<file path="config.mk">
export PLATFORM = sky130hd
export DESIGN_NAME = delay_port_arbiter
export DESIGN_NICKNAME = d
export VERILOG_FILES = /design/src/rtl/delay_port_arbiter.sv
export SDC_FILE = /design/constraint.sdc
export NUM_CORES = 1
export LEC_CHECK = 0
export CAP_MARGIN = 15
export CORE_ASPECT_RATIO = 2
export CORE_MARGIN = 4
export CORE_UTILIZATION = 26
export CTS_CLUSTER_SIZE = 30
export DETAILED_ROUTE_END_ITERATION = 12
export GPL_TIMING_DRIVEN = 0
export SLEW_MARGIN = 20
export SYNTH_ARGS = -nofsm -noshare
export SYNTH_HDL_FRONTEND = slang
export SYNTH_SLANG_ARGS = --single-unit
</file>
<file path="constraint.sdc">
create_clock -name clk -period 6.1 [get_ports clk]
set_input_delay 1.525 -clock clk [delete_from_list [all_inputs] [get_ports clk]]
set_output_delay 1.525 -clock clk [all_outputs]
set_load 0.02 [all_outputs]
</file>
<file path="src/rtl/delay_port_arbiter.sv">
`default_nettype none
// ============================================================================
// Module      : delay_port_arbiter
// Description : Round-robin arbiter sharing the delay_master request port
//               among n_req requesters, one transaction in flight at a time.
// Revision    : 1.0 - initial release
// ============================================================================
module delay_port_arbiter #(
    parameter int data_width = 16,
    parameter int n_req      = 4,
    parameter int timeout    = 255
) (
    input  logic                          clk,
    input  logic                          reset_n,
    input  logic [n_req-1:0]              rd_req,
    input  logic [n_req-1:0]              wr_req,
    input  logic [n_req*data_width-1:0]   req_handle,
    input  logic [n_req*data_width-1:0]   req_wr_data,
    input  logic [n_req*data_width-1:0]   req_wr_inc,
    output logic [n_req-1:0]              rd_ack,
    output logic [n_req-1:0]              wr_ack,
    output logic [data_width-1:0]         rd_data,
    output logic                          mem_read_req,
    output logic                          mem_write_req,
    output logic [data_width-1:0]         mem_handle,
    output logic [data_width-1:0]         mem_write_data,
    output logic [data_width-1:0]         mem_write_inc,
    input  logic [data_width-1:0]         mem_read_data,
    input  logic                          mem_read_valid,
    input  logic                          mem_write_ack,
    output logic                          busy,
    output logic                          error,
    input  logic                          clear_error
);

    localparam int                 c_idx_w    = $clog2(n_req);
    localparam logic [c_idx_w-1:0] c_last_rst = c_idx_w'(n_req - 1);
    localparam logic [7:0]         c_timeout  = 8'(timeout);

    typedef enum logic [1:0] {
        ST_IDLE  = 2'd0,
        ST_ISSUE = 2'd1,
        ST_WAIT  = 2'd2
    } state_t;

    state_t             r_state;
    logic [c_idx_w-1:0] r_last;
    logic [c_idx_w-1:0] r_idx;
    logic               r_op_wr;
    logic [7:0]         r_count;
    logic [n_req-1:0]   r_rd_mask;
    logic [n_req-1:0]   r_wr_mask;

    logic [n_req-1:0]   w_rd_pend;
    logic [n_req-1:0]   w_wr_pend;
    logic               w_found;
    logic               w_win_rd;
    logic [c_idx_w-1:0] w_win;
    int                 w_best;
    logic               w_done;

    // Winner is the pending requester at the smallest rotational distance past r_last.
    always_comb begin
        w_rd_pend = rd_req & ~r_rd_mask;
        w_wr_pend = wr_req & ~r_wr_mask;
        w_found   = 1'b0;
        w_win     = '0;
        w_win_rd  = 1'b0;
        w_best    = n_req;
        for (int i = 0; i < n_req; i++) begin
            if ((w_rd_pend[i] || w_wr_pend[i]) &&
                (((i + 2*n_req - int'(r_last) - 1) % n_req) < w_best)) begin
                w_best   = (i + 2*n_req - int'(r_last) - 1) % n_req;
                w_found  = 1'b1;
                w_win    = c_idx_w'(i);
                w_win_rd = w_rd_pend[i];
            end
        end
    end

    assign w_done = r_op_wr ? mem_write_ack : mem_read_valid;

    always_ff @(posedge clk or negedge reset_n) begin
        if (!reset_n) begin
            r_state        <= ST_IDLE;
            r_last         <= c_last_rst;
            r_idx          <= '0;
            r_op_wr        <= 1'b0;
            r_count        <= '0;
            r_rd_mask      <= '0;
            r_wr_mask      <= '0;
            rd_ack         <= '0;
            wr_ack         <= '0;
            rd_data        <= '0;
            mem_read_req   <= 1'b0;
            mem_write_req  <= 1'b0;
            mem_handle     <= '0;
            mem_write_data <= '0;
            mem_write_inc  <= '0;
            busy           <= 1'b0;
            error          <= 1'b0;
        end else begin
            rd_ack        <= '0;
            wr_ack        <= '0;
            mem_read_req  <= 1'b0;
            mem_write_req <= 1'b0;
            r_rd_mask     <= '0;
            r_wr_mask     <= '0;
            // A timeout later in this block overrides the clear.
            if (clear_error) begin
                error <= 1'b0;
            end
            case (r_state)
                ST_IDLE: begin
                    if (w_found) begin
                        r_idx          <= w_win;
                        r_last         <= w_win;
                        r_op_wr        <= !w_win_rd;
                        mem_handle     <= req_handle[int'(w_win)*data_width +: data_width];
                        mem_write_data <= req_wr_data[int'(w_win)*data_width +: data_width];
                        mem_write_inc  <= req_wr_inc[int'(w_win)*data_width +: data_width];
                        mem_read_req   <= w_win_rd;
                        mem_write_req  <= !w_win_rd;
                        busy           <= 1'b1;
                        r_state        <= ST_ISSUE;
                    end
                end
                ST_ISSUE: begin
                    r_count <= '0;
                    r_state <= ST_WAIT;
                end
                ST_WAIT: begin
                    if (w_done || (r_count == c_timeout)) begin
                        if (r_op_wr) begin
                            wr_ack[r_idx]    <= 1'b1;
                            r_wr_mask[r_idx] <= 1'b1;
                        end else begin
                            rd_ack[r_idx]    <= 1'b1;
                            r_rd_mask[r_idx] <= 1'b1;
                        end
                        if (!w_done) begin
                            rd_data <= '0;
                            error   <= 1'b1;
                        end else if (!r_op_wr) begin
                            rd_data <= mem_read_data;
                        end
                        busy    <= 1'b0;
                        r_state <= ST_IDLE;
                    end else begin
                        r_count <= r_count + 8'd1;
                    end
                end
                default: r_state <= ST_IDLE;
            endcase
        end
    end

endmodule
`default_nettype wire

</file>
==> impl_metrics.toml <==
[place]
pre_cts_slack_ns = -0.00307
gp_congestion = 0.866
dp_cells = 1068
dp_hpwl_um = 17000
portBuffers = 296

[setup_path]
worstPathCellList = "clkdlybuf4s50_1 > nor2b_1 > nor2_1 > o21ai_2 > nor2_1 > a21oi_1 > ha_1 > o211a_1 > a21o_1 > buf_6 > nand2_1 > o21ai_0 > ha_1 > a21o_1 > a211oi_1 > a31oi_2 > o21ai_2 > buf_2 > mux2i_1 > o221ai_1"
r2r_slack_ns = 0.85
critPathMaxFanout = 10
crit_start = "wr_req[0]"
endpoint_kind = "flip-flop"
cp_top_family = "compound AO/OA/AOI/OAI gates"
cpMaxStageDelayCell = "clkdlybuf4s50_1"
r2r-start = "r_last[0]"
start_kind = "input pin"
critPathKind = "input pin to flip-flop"
r2r_cells = 22
cp.required_ns = 6.31
max_stage_delay_ns = 0.47
r2r_end = "mem_write_inc[2]"
crit_buf_inv = 3
crit_cells = 20
cp-endpoint = "mem_write_inc[2]"
cp_data_arrival_time_ns = 5.95

[cts]
htree_levels = 3
ctsResizeCount = 0
ctsHoldBuffers = 0
cts-root-buf = "clkbuf_16"
cts_setup_buffers = 0
cts_buffers = 9
clk_pin_slew_ns = 0.06
cts_tree = "yes"
clock_path_buffers = 2
clkSinkCount = 91
clk_latency_ns = 0.35

[global_route]
grt_pass1_vias = 5522
groute.usage.overall_pct = 18.7
gr-total-overflow = 0
grt_max_degree = 49
grt_pass1_wl_um = 31400
antenna_found_initial = 3

[timing]
finalHoldViolations = 0
period_needed_ns = 5.74
fin_skew_ns = 0.00700
timing.fmax_mhz = 174
max-slew-margin-rel_pct = 59.2
tightest_slew_ns = 0.611
rsz0062_at_grt = "no"
layout_setup_ws_ns = 0.358
setup_viol = 0
drv_slew = 0
post-route-period-util_pct = 94.1
fin_tns_setup_ns = 0

[floorplan]
die_area_sq_um = 22500
coreArea_sq_um = 19800
die_w_um = 108
rows = 73
die_y_um = 208
ios = 297
start_util_pct = 26.3

[drt]
vias = 5104
wire_per_inst_um = 19.4
ant_nets = 0
drc = 0
routed_wl_um = 21100
drtIter0Drc = 133
drt_first_pass_iters = 5
via_per_inst = 4.70

[final_layout]
layout_common_cells = "clkdlybuf4s50_1 (295), nand2_1 (99), mux2i_1 (98)"
stdcell_count = 1087
fin_nets = 1048
area_growth_pct = 70.4
final_common_cell = "clkdlybuf4s50_1"
register_area_sq_um = 2280
n_fill_cell = 1966
drive_above_1_share_pct = 6.33
utilization_pct = 44.8
multi_input_area_sq_um = 2680

[synth]
synth_largest_area_cell = "dfrtp_1"
ys_seq_area_share_pct = 43.8
syn_avg_cell_area_sq_um = 10.2
async_flop_share_pct = 100
synth_area_sq_um = 5210
ys_warn_count = 0
synth_area_leaders = "dfrtp_1 (43%), mux2i_1 (19%), o221ai_1 (8.1%), nand2_1 (7.1%), ha_1 (2.4%)"
syn_inst = 509
synth_top_area_share_pct = 42.8
ys_types = 51
synth-seq-cells = 91
syn_nets = 740
synthFlopType = "dfrtp_1"
synth_edf_count = 0

[pwr]
finalPower_mw = 7.18
p_leak_nw = 3.82
vdd.ir_drop.worst_uv = 532
powerDensity_nw_per_um2 = 809

[outcome]
status = "complete, no violations"

[flow_run]
drv_cap = 0

[min_path]
hp-class = "flip-flop to flip-flop"
==> tightest hold or removal path, delay by kind of cell, from the launching register on <==
family,cells,cell delay (ns)
AO/OA/AOI/OAI,1,0.06
AND/OR/NAND/NOR,1,0.04
flip-flops,1,0.34
==> flip-flops by register name, indices dropped and copies added, names as in the netlist, 2 cells and up <==
| register | cells |
|---|---|
| rd_data | 16 |
| mem_write_data | 16 |
| mem_write_inc | 16 |
| r_state | 2 |
| r_rd_mask | 4 |
| r_wr_mask | 4 |
| r_idx | 2 |
| mem_handle | 16 |
| r_last | 2 |
| r_count | 8 |
==> cells in the mapped netlist (5+ instances only) <==
cell	number
nor2b_1	8
dfrtp_1	89
clkbuf_1	17
nor2_1	20
nand2b_1	9
nand2_1	99
inv_1	9
mux2i_1	98
xor2_1	5
buf_2	6
buf_6	9
ha_1	10
o21ai_0	23
o221ai_1	48
==> per-stage QoR <==
step | hold slack (ns) | cell area, sq um
2_1_floorplan | 0.463 | 5210
3_3_place_gp | 0.464 | 8500
3_5_place_dp | 0.470 | 8530
4_1_cts | 0.485 | 8870
5_1_grt | 0.502 | 8880
6_report | 0.478 | 8880
==> power by group <==
| group | total, mW | switching, mW | leakage, nW | internal [mW] |
|---|---|---|---|---|
| sequential | 1.05 | 0.141 | 1.16 | 0.905 |
| clock | 0.656 | 0.254 | 0.167 | 0.402 |
| combinational | 5.48 | 3.00 | 2.50 | 2.48 |
==> per-layer routing <==
metal  track usage (%)  up-vias  wire, um
li1                  -     2456         -
met1              19.3     2409      7350
met2              34.8      205     11600
met3              4.41       34      1380
met4              8.28        0       704
met5                 0        -         0
==> final cells by class <==
type / instances / share of cell area [%]
clock buffer: 10 / 2.58
clock inverter: 6 / 1.27
tap: 262 / 3.69
timing repair buffer: 297 / 33.7
multi-input combinational: 374 / 30.2
sequential: 91 / 25.7
inverter: 10 / 0.423
antenna: 3 / 0.0846
buffer: 34 / 2.37
==> logic make-up (layout without fill, tap and decap cells) <==
kind of cell,count (synthesis),in the layout,synth area share (%)
AOI/OAI and AO/OA,100,100,15.2
xor gates and xnor gates,5,5,0.841
adders and majority gates,10,10,2.40
buffers and inverters,44,357,4.76
DFF,91,91,43.8
muxes,98,98,18.8
other,0,3,0
and+or+nand+nor,161,161,14.2
==> how the worst min path moves through the flow <==
stage | start | endpoint | depth (start not counted)
detailed placement | rd_data[0] | rd_data[0] | 2
floorplan | r_count[5] | r_count[5] | 1
CTS | rd_data[0] | rd_data[0] | 2
global route | mem_write_inc[10] | mem_write_inc[10] | 2
finish | rd_data[0] | rd_data[0] | 2
global placement | rd_data[0] | rd_data[0] | 2
(Power assumes the default switching activity.)
